File: config.mk
export PLATFORM = sky130hd
export DESIGN_NAME = nibble_serial_adder
export DESIGN_NICKNAME = d
export VERILOG_FILES = /design/src/rtl/bk_pkg.sv /design/src/rtl/brent_kung_cin.sv /design/src/rtl/nibble_serial_adder.sv
export SDC_FILE = /design/constraint.sdc
export NUM_CORES = 1
export LEC_CHECK = 0
export BUFFER_PORTS_ARGS = -buffer_cell sky130_fd_sc_hd__buf_2
export CORE_MARGIN = 2
export CORE_UTILIZATION = 48
export DETAILED_ROUTE_END_ITERATION = 10
export GPL_ROUTABILITY_DRIVEN = 1
export PLACE_DENSITY = 0.73
export SLEW_MARGIN = 30
export SYNTH_ARGS = -nofsm -noshare
export SYNTH_HDL_FRONTEND = slang
export SYNTH_SLANG_ARGS = --single-unit
File: constraint.sdc
create_clock -name clk -period 2.55 [get_ports clk]
set_clock_uncertainty 0.1 [all_clocks]
set_input_delay 0.51 -clock clk [delete_from_list [all_inputs] [get_ports clk]]
set_output_delay 0.51 -clock clk [all_outputs]
set_load 0.02 [all_outputs]
File: src/rtl/bk_pkg.sv
// bk_pkg: shared types and sizing helpers for the nibble-serial adder
package bk_pkg;

    typedef enum logic [1:0] {IDLE, RUN, DONE} state_e;

    localparam int NIBBLE_W = 4;

    function automatic int idx_w(input int nibbles);
        return (nibbles <= 2) ? 1 : $clog2(nibbles);
    endfunction

endpackage

File: src/rtl/brent_kung_cin.sv
// brent_kung_cin: 4-bit Brent-Kung prefix adder with carry-in, out = {cout, sum}
module brent_kung_cin (
    input  logic [3:0] a_i,
    input  logic [3:0] b_i,
    input  logic       cin_i,
    output logic [4:0] out_o
);

    logic [3:0] g, p;
    logic       g10, p10, g32, p32, g20, p20, g30, p30;
    logic [4:0] c;

    assign g   = a_i & b_i;
    assign p   = a_i ^ b_i;
    assign g10 = g[1] | (p[1] & g[0]);
    assign p10 = p[1] & p[0];
    assign g32 = g[3] | (p[3] & g[2]);
    assign p32 = p[3] & p[2];
    assign g30 = g32 | (p32 & g10);
    assign p30 = p32 & p10;
    assign g20 = g[2] | (p[2] & g10);
    assign p20 = p[2] & p10;
    assign c   = {g30 | (p30 & cin_i), g20 | (p20 & cin_i), g10 | (p10 & cin_i), g[0] | (p[0] & cin_i), cin_i};
    assign out_o = {c[4], p ^ c[3:0]};

endmodule

File: src/rtl/nibble_serial_adder.sv
// nibble_serial_adder: W-bit adder that reuses one 4-bit adder over NIBBLES cycles
module nibble_serial_adder
    import bk_pkg::*;
#(
    parameter  int NIBBLES = 4,
    localparam int W       = NIBBLE_W * NIBBLES
) (
    input  logic         clk,
    input  logic         rst_n,
    input  logic         ena,
    input  logic         in_valid,
    output logic         in_ready,
    input  logic [W-1:0] a,
    input  logic [W-1:0] b,
    input  logic         cin,
    output logic         out_valid,
    input  logic         out_ready,
    output logic [W-1:0] sum,
    output logic         cout,
    output logic         busy
);

    localparam int IW = idx_w(NIBBLES);
    localparam logic [IW-1:0] LAST = IW'(NIBBLES - 1);

    state_e              state_q, state_d;
    logic [IW-1:0]       idx_q, idx_d;
    logic [W-1:0]        a_q, a_d, b_q, b_d, sum_q, sum_d;
    logic                carry_q, carry_d;
    logic [NIBBLE_W:0]   add_out;
    logic                accept;

    brent_kung_cin u_add (
        .a_i   (a_q[{idx_q, 2'b00} +: NIBBLE_W]),
        .b_i   (b_q[{idx_q, 2'b00} +: NIBBLE_W]),
        .cin_i (carry_q),
        .out_o (add_out)
    );

    assign in_ready  = (state_q == IDLE) || (state_q == DONE && out_ready);
    assign accept    = in_valid && in_ready && ena;
    assign out_valid = state_q == DONE;
    assign busy      = state_q == RUN;
    assign sum       = sum_q;
    assign cout      = carry_q;

    // Next state: one nibble per enabled RUN cycle; accept overrides a completing handshake
    always_comb begin
        state_d = state_q;
        idx_d   = idx_q;
        a_d     = a_q;
        b_d     = b_q;
        sum_d   = sum_q;
        carry_d = carry_q;
        if (ena && state_q == RUN) begin
            sum_d[{idx_q, 2'b00} +: NIBBLE_W] = add_out[NIBBLE_W-1:0];
            carry_d = add_out[NIBBLE_W];
            idx_d   = idx_q + 1'b1;
            state_d = (idx_q == LAST) ? DONE : RUN;
        end else if (ena && state_q == DONE && out_ready) begin
            state_d = IDLE;
        end
        if (accept) begin
            a_d     = a;
            b_d     = b;
            carry_d = cin;
            idx_d   = '0;
            sum_d   = '0;
            state_d = RUN;
        end
    end

    // State and datapath registers, cleared asynchronously
    always_ff @(posedge clk or negedge rst_n) begin
        if (!rst_n) begin
            state_q <= IDLE;
            idx_q   <= '0;
            a_q     <= '0;
            b_q     <= '0;
            sum_q   <= '0;
            carry_q <= 1'b0;
        end else begin
            state_q <= state_d;
            idx_q   <= idx_d;
            a_q     <= a_d;
            b_q     <= b_d;
            sum_q   <= sum_d;
            carry_q <= carry_d;
        end
    end

endmodule

Word-level counts from Yosys, hierarchy flattened --
Cells that the tools add are included.
Word-level totals: RAM bits 0, memory bits (read-only) 0, output and inout bits 20, bits in registers 53, latch bits 0, memories kept 0
Cells by class: $add $sub $neg 2, divide/modulo/power cells 0, reduce and logical (&&, ||, !) cells 10, multiplexer cells 11, shift operators 4, order comparisons 0, bitwise gates (word level) 23, $mul 0, equality and inequality tests 3
Operator list (number):
- $mux W16 | 2
- $shiftx A16 B5 Y4 | 2
- $bwmux W16 | 1
- $shift A4 B6 Y16 const A | 1
- $shiftx A4 B6 Y16 | 1
- $and A1 B1 Y1 | 12
- $mux W2 | 6
- $or A1 B1 Y1 | 8
- $xor A4 B4 Y4 | 2
- $logic_and A1 B1 Y1 | 6
- $neg A4 Y6 | 1
- $and A4 B4 Y4 | 1
- $eq A2 B2 Y1 const B | 2
- $reduce_bool A3 Y1 | 1
- $add A2 B1 Y2 const B | 1
- $eq A2 B1 Y1 const B | 1
- $logic_not A2 Y1 | 1
- $mux W1 | 2
- $reduce_bool A2 Y1 | 1
- $logic_or A1 B1 Y1 | 1

Logic depth before layout (Yosys ltp) --
Gate-level depths: netlist of run 1.
depth after elaboration 12, gate-level depth with buffers 8, gate-level depth less buffers 6

Modules after synthesis --
From an unflattened synthesis of run 1, not the netlist that was laid out.
Second synthesis, totals: cell total of the unflattened synthesis 256, area, all modules 2710.1 um^2
By module, submodules not included:
- nibble_serial_adder | cells an instance 239, area an instance 2562.5 um^2, instances 1
- brent_kung_cin | cells an instance 17, area an instance 147.6 um^2, instances 1

Worst setup path after synthesis of run 1 --
No wires, ideal clock.
kind reg2reg, start point register idx_q[0], end point register sum_q[11], in the netlist sum[11], setup time 122 ps, path buffers 2, slack -65 ps, required time 2328 ps, arrival time 2394 ps, stages on the path, launching flop included 9, cells stage by stage dfrtp_1 -> clkbuf_2 -> buf_4 -> mux4_2 -> ha_1 -> a211oi_1 -> o21bai_1 -> xor2_1 -> a32o_1
On the way: longest elaborated chain between the ends 12, elaborated cells between the ends (all ways) 23, those cells by class add/sub (1); shift (4); mux (3); bitwise (15)
Ends and longest elaborated chain:
- start: declaration | RTL line nibble_serial_adder.sv:27 | logic [IW-1:0] idx_q, idx_d;
- start signal: assignment | RTL line nibble_serial_adder.sv:84 | idx_q <= idx_d;
- $shiftx A16 B5 Y4, on equally long branches | RTL line nibble_serial_adder.sv:34, nibble_serial_adder.sv:35
- $xor A4 B4 Y4 / $and A4 B4 Y4 (equally long branches) | RTL line brent_kung_cin.sv:14, brent_kung_cin.sv:13
- $and A1 B1 Y1 | RTL line brent_kung_cin.sv:15 | assign g10 = g[1] | (p[1] & g[0]);
- $or A1 B1 Y1 | RTL line brent_kung_cin.sv:15
- $and A1 B1 Y1 | RTL line brent_kung_cin.sv:21 | assign g20 = g[2] | (p[2] & g10);
- $or A1 B1 Y1 | RTL line brent_kung_cin.sv:21
- $or A1 B1 Y1 | RTL line brent_kung_cin.sv:23 | assign c = {g30 | (p30 & cin_i), g20 | (p20 & cin_i), g10 | (p10 & cin_i), g[0] | (p[0] & cin_i), cin_i};
- $xor A4 B4 Y4 | RTL line brent_kung_cin.sv:24 | assign out_o = {c[4], p ^ c[3:0]};
- $shiftx A4 B6 Y16 | RTL line nibble_serial_adder.sv:56 | sum_d[{idx_q, 2'b00} +: NIBBLE_W] = add_out[NIBBLE_W-1:0];
- $bwmux W16 (*) | RTL line nibble_serial_adder.sv:56
- $mux W16 (*) | RTL line nibble_serial_adder.sv:55 | if (ena && state_q == RUN) begin
- $mux W16 (*) | RTL line nibble_serial_adder.sv:63 | if (accept) begin
- end signal: assignment | RTL line nibble_serial_adder.sv:87 | sum_q <= sum_d;
- end: declaration | RTL line nibble_serial_adder.sv:28 | logic [W-1:0] a_q, a_d, b_q, b_d, sum_q, sum_d;
Every way passes the cells marked *; elsewhere a longest branch is shown, timed or not. The select of a mux whose other input is x is not followed. A chain may end at the register's enable or synchronous reset.

Worst setup path in the final report of run 1 --
Same ends and word-level chain as after synthesis.

==> metrics.md, run 1 <==
| Metric | Value |
|---|---|
| Run status | `complete, no violations` |
| Post-route setup TNS | `0 ns` |
| DP HPWL | `3.57 mm` |
| Final Hold Fails | `0` |
| Register area | `0.00133 sq mm` |
| CTS tree | `built` |
| Count of final max-slew check failures | `0` |
| Number of core rows | `26` |
| Clock sinks | `53` |
| Leak | `roughly 1.5 nW` |
| WS Path Type | `reg -> reg` |
| Gate Count Post-Synth | `176` |
| Core area | `a little over 0.005 sq mm` |
| Fillers | `452` |
| Nets | `288` |
| Max stage delay on crit path | `0.51 ns` |
| Tot GR Track Use | `0.167` |
| Ports | `58` |
| Combinational Power Share | `0.512` |
| VDD IR-drop max | `0.000792 V` |
| CP Launch Type | `flop` |
| Number of buffers added on ports | `57` |
| Synth Register Bits | `53` |
| WL per Instance | `14.8 um` |
| Total CTS buffers | `5` |
| Crit path max-delay family | `compound AO/OA/AOI/OAI gates` |
| Core Util, Final | `0.602` |
| Area of the multi-input gates | `roughly 0.0011 sq mm` |
| Clock transition at path regs | `0.09 ns` |
| Max Buffers Root-to-Sink | `2` |
| Sequential area share after synthesis | `0.528` |
| Unrepaired setup endpoints after global routing | `false` |
| Max_slew headroom | `0.666` |
| Critical Path, Cell by Cell | `buf_4, mux4_2, ha_1, o21ai_0, o21bai_2, xor2_2, a32o_1` |
| Post-Route WL | `4.58 mm` |
| Minimum clock period | `roughly 2.4 ns` |
| Worst reg2reg setup slack | `roughly 0.15 ns` |
| Pwr Density | `1380 mW/mm^2` |
| Effective utilization at floorplan | `0.495` |
| Full die area | `0.00582 sq mm` |
| Synth Cell Area | `about 0.0025 sq mm` |
| Die width | `76.3 um` |
| GP Congestion | `0.799` |
| Max_cap viols | `0` |
| Internal power | `2.59 mW` |
| Post-synthesis to final-layout area growth | `21.7%` |
| Async set-or-reset flop fraction in the synthesized netlist | `1.00` |
| Mean post-synth cell area | `14.3 sq um` |
| ANT nets after route | `0` |
| Synth Flop Type | `dfrtp_1` |
| Synth area leaders | `dfrtp_1 53%, mux2_2 14%, mux4_2 7.2%` |
| Worst Path Required | `2.65 ns` |
| Antenna violations before repair | `0` |
| Slew @ Worst Pin | `0.499 ns` |
| Vias per inst | `roughly 5.3` |
| Psw | `about 1.6 mW` |
| Switching Share | `0.386` |
| Setup violators final | `0` |
| CTS Hold Bufs | `0` |
| Peak Freq | `417 MHz` |
| Drt first pass iters | `4` |
| Final period util | `0.941` |
| Worst-Skew Late Latency | `approximately 0.30 ns` |
| 1st-iter DRT viols | `44` |
| Critical Path End Type | `flop` |
| Buf/Inv on CP | `1` |
| Vias in the first global route | `1634` |
| Final global-route overflow total | `0` |
| Clock power share | `0.138` |
| Arrival time worst endpoint | `roughly 2.5 ns` |
| Post-synth EDFFs | `0` |
| Sequential power share | `0.350` |
| YS warnings | `0` |
| Cell variety after synth | `34` |
| CTS root buf | `clkbuf_8` |
| Die Y | `76.3 um` |
| H-Tree Depth | `2` |
| Fraction of layout cells with a size suffix above 1 | `0.504` |
| ANT cells | `0` |
| Vias | `1650` |
| Net count after synthesis | `225` |
| Slowest cell on the critical path | `mux4_2` |
| Largest net degree at the start of global routing | `54` |
| Worst hold path type | `in -> async` |
| Yosys top cell area share | `0.528` |
| Drc violations | `0` |
| Leading area contributor after synthesis | `dfrtp_1` |
| First-pass GRT wire length | `7.78 mm` |
| Critical Path Fanout Max | `5` |
cell families after synthesis:
logic type | share of synthesized area
and+or+nand+nor | 0.0688
DFF | 0.528
muxes | 0.215
adders and majority gates | 0.0578
AOI/OAI and AO/OA | 0.0912
buffers and inverters | 0.0279
xor gates and xnor gates | 0.0105
synth_stat cells, types with 2 or more instances:
master    instances
nand3b_1          3
a21oi_2           2
nand2_1           6
mux2_2           32
xor2_1            3
buf_4             5
mux4_2            8
nor2b_1           2
a32o_1            2
ha_1             10
nor3_1            2
dfrtp_1          53
inv_1             2
a22o_1           14
a21oi_1           6
nor2_1            7
o21ai_0           2
timing repair:
| action | in CTS | in global routing |
|---|---|---|
| setup buffers | 0 | 0 |
| resized for setup | 0 | 3 |
| endpoints found under the setup margin | 0 | 5 |
layer usage:
| layer | share of wire | track usage | up-vias |
|---|---|---|---|
| met2 | 0.51 | 0.276 | 38 |
| met5 | 0 | 0 | - |
| met4 | 0.010 | 0.0327 | 0 |
| met3 | 0.041 | 0.0379 | 6 |
| met1 | 0.44 | 0.230 | 826 |
| li1 | - | - | 780 |
cells in the final DEF (no fill, tap or decap), drive strengths merged:
master	n
clkinvlp	1
buf	65
fa	1
a22o	14
mux2	32
and3b	1
nor2b	3
o211ai	1
a32o	2
clkbuf	6
mux4	8
nand4b	1
dfrtp	53
o21ai	2
a21oi	8
ha	10
a31oi	1
and4b	1
bufinv	1
nand3b	3
inv	2
xor2	3
or3	1
o21bai	1
nor2	7
and4	1
a211oi	1
nor4	1
nand2	6
nor3	3
worst register-to-register path: stages (launching register included):
cell and delay, ns:
dfrtp_2 0.42, buf_4 0.17, mux4_2 0.51, ha_1 0.35, o21ai_0 0.20, o21bai_2 0.11, xor2_2 0.18, a32o_1 0.25
path summary, 6_finish.rpt:
kind,from,end,cells after the start
max in group asynchronous,rst_n,idx_q[0],2
setup reg to reg,idx_q[0],sum[11],7
setup / recovery,idx_q[0],sum[11],7
min in group clk,a[13],a_q[13],2
hold / removal,rst_n,sum[14],2
hold reg to reg,sum[10],sum[10],1
layout make-up:
type | instances | share of cell area
clock inverter | 2 | 0.0123
inverter | 2 | 0.00246
tap | 70 | 0.0287
multi-input combinational | 112 | 0.370
sequential | 53 | 0.434
clock buffer | 6 | 0.0270
timing repair buffer | 65 | 0.125
state kept, by name (all words and copies together), names as in the netlist:
register	count
state_q	2
a_q	16
b_q	16
idx_q	2
sum	16
cout	1
through the flow:
stage | power, mW | hold slack (ns) | setup WS (ns) | cell area (sq um) | cells
5_1_grt | 4.53 | 0.101 | 0.0290 | 3060 | 310
6_report | 4.22 | 0.0930 | 0.150 | 3060 | 310
2_1_floorplan | 2.95 | 0.114 | 0.0404 | 2520 | 176
4_1_cts | 4.20 | 0.102 | 0.0247 | 3040 | 310
3_3_place_gp | 3.53 | 0.377 | 0.141 | 2920 | 302
3_5_place_dp | 3.62 | 0.388 | 0.0415 | 2920 | 302
power groups by stage:
stage | sequential [mW] | clock (mW) | combinational, mW
finish | 1.48 | 0.583 | 2.16
global route | 1.54 | 0.639 | 2.36
CTS | 1.49 | 0.594 | 2.12
detailed placement | 1.51 | 0 | 2.12
global placement | 1.49 | 0 | 2.04
floorplan | 1.52 | 0 | 1.43
No activity file was read; power rests on OpenSTA's default activity.
==> run 2, diff against run 1 <==
==> constraint.sdc (replaced) <==
create_clock -name clk -period 2.1 [get_ports clk]
set_clock_uncertainty 0.1 [all_clocks]
set_input_delay 0.42 -clock clk [delete_from_list [all_inputs] [get_ports clk]]
set_output_delay 0.42 -clock clk [all_outputs]
set_load 0.02 [all_outputs]
==> metrics.md, run 2 (synthesis gave the netlist of run 1 again) <==
| Metric | Value |
|---|---|
| Vias | `1638` |
| Slew @ Worst Pin | `0.462 ns` |
| Pre-CTS setup slack | `-0.386 ns` |
| Number of buffers added on ports | `57` |
| Post-Route WL | `between 4 and 5 mm` |
| Switching Share | `0.385` |
| Final period util | `1.14` |
| Commonest non-fill, non-tap cell in the layout | `buf_2` |
| Die width | `roughly 76 um` |
| Largest net degree at the start of global routing | `54` |
| Crit path max-delay family | `multiplexers` |
| WL per Instance | `15.0 um` |
| Setup ws final | `-0.300 ns` |
| Buf/Inv on CP | `2` |
| Number of core rows | `26` |
| Worst hold path type | `in -> async` |
| Post-route cell area | `0.00314 sq mm` |
| Antenna violations before repair | `0` |
| Critical Path, Cell by Cell | `buf_12, buf_6, mux4_2, ha_4, o21ai_2, o21bai_1, xor2_1, a32o_1` |
| Failing checks | `setup timing` |
| Slowest cell on the critical path | `mux4_2` |
| Combinational Power Share | `0.577` |
| Vias per inst | `5.20` |
| Setup violators final | `17` |
| R2R depth | `8` |
| Placed inst area | `0.00298 sq mm` |
| Max Buffers Root-to-Sink | `2` |
| Leak | `1.47 nW` |
| Final Hold Fails | `0` |
| Psw | `about 2.1 mW` |
| Clock sinks | `53` |
| Peak Freq | `417 MHz` |
| Worst Path Required | `2.24 ns` |
| Internal power | `about 3.4 mW` |
| Final Total Pwr | `5.56 mW` |
| Total CTS buffers | `5` |
| ANT nets after route | `0` |
| Nets | `294` |
| Most frequent cells in the layout | `57 x buf_2, 53 x dfrtp_1, 32 x mux2_2` |
| Fraction of layout cells with a size suffix above 1 | `0.535` |
| Worst path depth | `8` |
| Tot GR Track Use | `0.173` |
| CTS tree | `built` |
| Non-Filler Instances | `315` |
| Full die area | `roughly 0.0058 sq mm` |
| Minimum clock period | `roughly 2.4 ns` |
| VDD IR-drop max | `between 0.001 and 0.0015 V` |
| Final global-route overflow total | `0` |
| Post-synthesis to final-layout area growth | `25.0%` |
| Count of final max-slew check failures | `0` |
| Critical Path Fanout Max | `6` |
| Worst reg2reg setup slack | `-0.30 ns` |
| Unrepaired setup endpoints after global routing | `true` |
| Sequential power share | `0.323` |
| CP startpoint | `idx_q[0]` |
| WS Path Type | `reg -> reg` |
| Pwr Density | `1770 mW/mm^2` |
| Core area | `~0.005 sq mm` |
| First-pass GRT wire length | `8.05 mm` |
| Die Y | `76.3 um` |
| Drt first pass iters | `4` |
| 1st-iter DRT viols | `86` |
| FF-to-FF Start | `idx_q[0]` |
| End of the critical path | `sum[11]` |
| H-Tree Depth | `2` |
| CP Launch Type | `flop` |
| Ports | `58` |
| Drc violations | `0` |
| DP HPWL | `3.53 mm` |
| Critical R2R Capture | `sum[11]` |
| CTS root buf | `clkbuf_8` |
| Worst-Skew Late Latency | `0.30 ns` |
| Max_slew headroom | `0.690` |
| Max stage delay on crit path | `about 0.5 ns` |
| Placed Instances | `307` |
| ANT cells | `0` |
| Clock transition at path regs | `0.08 ns` |
| Critical Path End Type | `flop` |
| Arrival time worst endpoint | `2.54 ns` |
| Max_cap viols | `0` |
| GP Congestion | `0.806` |
| Run status | `complete, but fails checks` |
| Clock power share | `0.101` |
| Vias in the first global route | `1725` |
| Effective utilization at floorplan | `0.495` |
run 2: cell types whose count changed in the layout (fill, tap and decap cells not counted), sizes merged:
cell and delta:
buf +6, clkinvlp -1, clkbuf +1, bufinv -1
run 2: power by group through the flow:
stage                     combinational (mW)  sequential (mW)  clock [mW]
after detailed placement                2.94             1.83           0
after floorplan                         1.86             1.85           0
after global placement                  2.88             1.80           0
after CTS                               3.21             1.80       0.578
final                                   3.20             1.79       0.560
after global routing                    3.48             1.86       0.619
run 2: final cells by class:
| type | instances | area, sq um |
|---|---|---|
| fill | 428 | 1940 |
| sequential | 53 | 1330 |
| multi-input combinational | 112 | 1190 |
| timing repair buffer | 71 | 435 |
| tap | 70 | 87.6 |
| clock buffer | 7 | 86.3 |
| inverter | 2 | 7.51 |
run 2: worst reg2reg max path, cell delays in order (launching register included):
cell and delay [ns]:
dfrtp_1 0.41, buf_12 0.14, buf_6 0.09, mux4_2 0.51, ha_4 0.30, o21ai_2 0.05
o21bai_1 0.22, xor2_1 0.32, a32o_1 0.22
run 2: metal layers:
layer | track usage | vias up | wire length [um]
li1 | - | 794 | -
met1 | 0.217 | 801 | 2060
met2 | 0.293 | 38 | 2380
met3 | 0.0415 | 5 | 216
met4 | 0.0636 | 0 | 57
met5 | 0 | - | 0
run 2: per-stage QoR:
stage	utilization	hold slack [ns]	TNS, ns
2_1_floorplan	-	0.0244	-2.48
3_3_place_gp	0.588	0.333	-2.79
3_5_place_dp	0.588	0.337	-3.89
4_1_cts	0.616	0.0181	-4.21
5_1_grt	0.618	0.0106	-4.81
6_report	0.618	0.00486	-3.44
run 2: worst min path at each step:
| stage | start | to | slack, ns | cells past startpoint |
|---|---|---|---|---|
| final | rst_n | sum[13] | 0.005 | 2 |
| after global placement | rst_n | sum[13] | 0.33 | 2 |
| after global routing | rst_n | sum[12] | 0.01 | 2 |
| after detailed placement | rst_n | sum[12] | 0.34 | 2 |
| after floorplan | rst_n | a_q[0] | 0.02 | 0 |
| after CTS | rst_n | sum[12] | 0.02 | 2 |
run 2: timing repair:
item / CTS / global route
buffers inserted: 3 / 1
gates resized for setup: 6 / 4
hold buffers: 0 / 0
endpoints found under the setup margin: 17 / 17
pin swaps: 10 / 8
==> run 3, diff against run 2 <==
--- a/config.mk
+++ b/config.mk
@@ -10,7 +10,7 @@
 export CORE_UTILIZATION = 48
 export DETAILED_ROUTE_END_ITERATION = 10
 export GPL_ROUTABILITY_DRIVEN = 1
-export PLACE_DENSITY = 0.73
+export PLACE_DENSITY = 0.72
 export SLEW_MARGIN = 30
 export SYNTH_ARGS = -nofsm -noshare
 export SYNTH_HDL_FRONTEND = slang
==> metrics.md, run 3 (synthesis gave the netlist of run 1 again) <==
| Metric | Value |
|---|---|
| Total CTS buffers | `5` |
| Worst hold path type | `in -> reg` |
| Tot GR Track Use | `0.180` |
| Final Hold Fails | `0` |
| CP Launch Type | `flop` |
| Minimum clock period | `2.32 ns` |
| Most frequent cells in the layout | `57 x buf_2, 53 x dfrtp_1, 32 x mux2_2` |
| Final Total Pwr | `around 5.7 mW` |
| Fillers | `422` |
| VDD IR-drop max | `a little over 0.0009 V` |
| ANT cells | `0` |
| Setup ws final | `-0.221 ns` |
| Post-synthesis to final-layout area growth | `27.0%` |
| DP HPWL | `approximately 3.6 mm` |
| Setup violators final | `17` |
| Die Y | `roughly 76 um` |
| Arrival time worst endpoint | `2.42 ns` |
| Failing checks | `setup timing` |
| ANT nets after route | `0` |
| Nets | `297` |
| Commonest non-fill, non-tap cell in the layout | `buf_2` |
| Critical Path Fanout Max | `4` |
| Ports | `58` |
| Leak | `1.50 nW` |
| Vias per inst | `between 5 and 6` |
| Core area | `between 0.005 and 0.006 sq mm` |
| Max_cap viols | `0` |
| WL per Instance | `14.7 um` |
| GP Congestion | `0.764` |
| Clock sinks | `53` |
| Drt first pass iters | `4` |
| Post-route setup TNS | `-2.73 ns` |
| Drc violations | `0` |
| 1st-iter DRT viols | `95` |
| Run status | `complete, but fails checks` |
| Final global-route overflow total | `0` |
| Number of core rows | `26` |
| Vias in the first global route | `1780` |
| Register area | `between 0.001 and 0.0015 sq mm` |
| Pwr Density | `between 1500 and 2000 mW/mm^2` |
| Final period util | `1.11` |
| Area of the multi-input gates | `0.00120 sq mm` |
| Worst reg2reg setup slack | `-0.22 ns` |
| Post-Route WL | `4.69 mm` |
| Max Buffers Root-to-Sink | `2` |
| Non-Filler Instances | `319` |
| Worst Path Required | `2.20 ns` |
| Critical Path, Cell by Cell | `buf_6, mux4_2, ha_4, a211oi_4, o21bai_2, xor2_2, a32o_1` |
| R2R depth | `7` |
| Count of final max-slew check failures | `0` |
| Vias | `1657` |
| H-Tree Depth | `2` |
| Full die area | `0.00582 sq mm` |
| Antenna violations before repair | `0` |
| Max_slew headroom | `0.659` |
| WS Path Type | `reg -> reg` |
| Slowest cell on the critical path | `mux4_2` |
| First-pass GRT wire length | `between 8 and 9 mm` |
| Pre-CTS setup slack | `-0.323 ns` |
| Critical R2R Capture | `sum[11]` |
| Peak Freq | `~430 MHz` |
| FF-to-FF Start | `idx_q[0]` |
| Max stage delay on crit path | `0.54 ns` |
| CTS tree | `built` |
| Clock transition at path regs | `0.09 ns` |
| Fraction of layout cells with a size suffix above 1 | `0.542` |
| Number of buffers added on ports | `57` |
| Worst Min Path Start | `a[14]` |
| Slew @ Worst Pin | `0.507 ns` |
| CTS root buf | `clkbuf_8` |
| Unrepaired setup endpoints after global routing | `true` |
| Largest net degree at the start of global routing | `44` |
| Min-Delay Endpoint | `a_q[14]` |
| Effective utilization at floorplan | `0.495` |
| Die width | `around 76 um` |
| Worst-Skew Late Latency | `about 0.3 ns` |
| Hold Crit Depth | `2` |
| Critical Path End Type | `flop` |
| Placed Instances | `308` |
run 3: critical path: cells and delay by family (launching register included):
| kind | cells | cell delay (ns) |
|---|---|---|
| AOI/OAI and AO/OA | 3 | 0.60 |
| xor gates and xnor gates | 1 | 0.18 |
| adders and majority gates | 1 | 0.27 |
| buffers and inverters | 1 | 0.12 |
| DFF | 1 | 0.42 |
| muxes | 1 | 0.54 |
run 3: worst max-delay path by stage:
stage | from | endpoint | cells after the start
final | idx_q[0] | sum[11] | 7
after global routing | idx_q[0] | sum[11] | 7
after CTS | idx_q[0] | sum[11] | 7
after detailed placement | idx_q[0] | sum[11] | 7
after global placement | idx_q[0] | sum[10] | 8
after floorplan | idx_q[0] | sum[11] | 8
run 3: through the flow:
stage | cell area, sq um | util | hold slack, ns
6_report | 3190 | 0.628 | 0.239
4_1_cts | 3190 | 0.628 | 0.231
3_5_place_dp | 2980 | 0.587 | 0.259
5_1_grt | 3190 | 0.628 | 0.233
2_1_floorplan | 2550 | - | 0.0244
3_3_place_gp | 2980 | 0.587 | 0.263
run 3: cell type report:
type | instances | area share
Tap cell | 70 | 0.0275
Timing Repair Buffer | 74 | 0.141
Multi-Input combinational cell | 112 | 0.376
Sequential cell | 53 | 0.416
Clock buffer | 6 | 0.0259
Clock inverter | 2 | 0.0118
Inverter | 2 | 0.00235
run 3: what timing repair did:
item                                   CTS  global route
hold buffers                             1             0
gates cloned                             0             0
pin swaps                                9             4
resized for setup                       11             0
endpoints found under the hold margin   16             0
setup buffers                            3             0
setup endpoints to repair               17            17
run 3: where the power goes:
group | internal (mW) | switching, mW
clock | 0.387 | 0.324
sequential | 1.48 | 0.313
combinational | 1.67 | 1.53
run 3: routing by layer:
metal,vias up,global-route usage,part of all wire
met5,-,0,0
met4,0,0.0709,0.017
met3,7,0.0273,0.034
met2,38,0.305,0.51
met1,817,0.234,0.44
li1,795,-,-
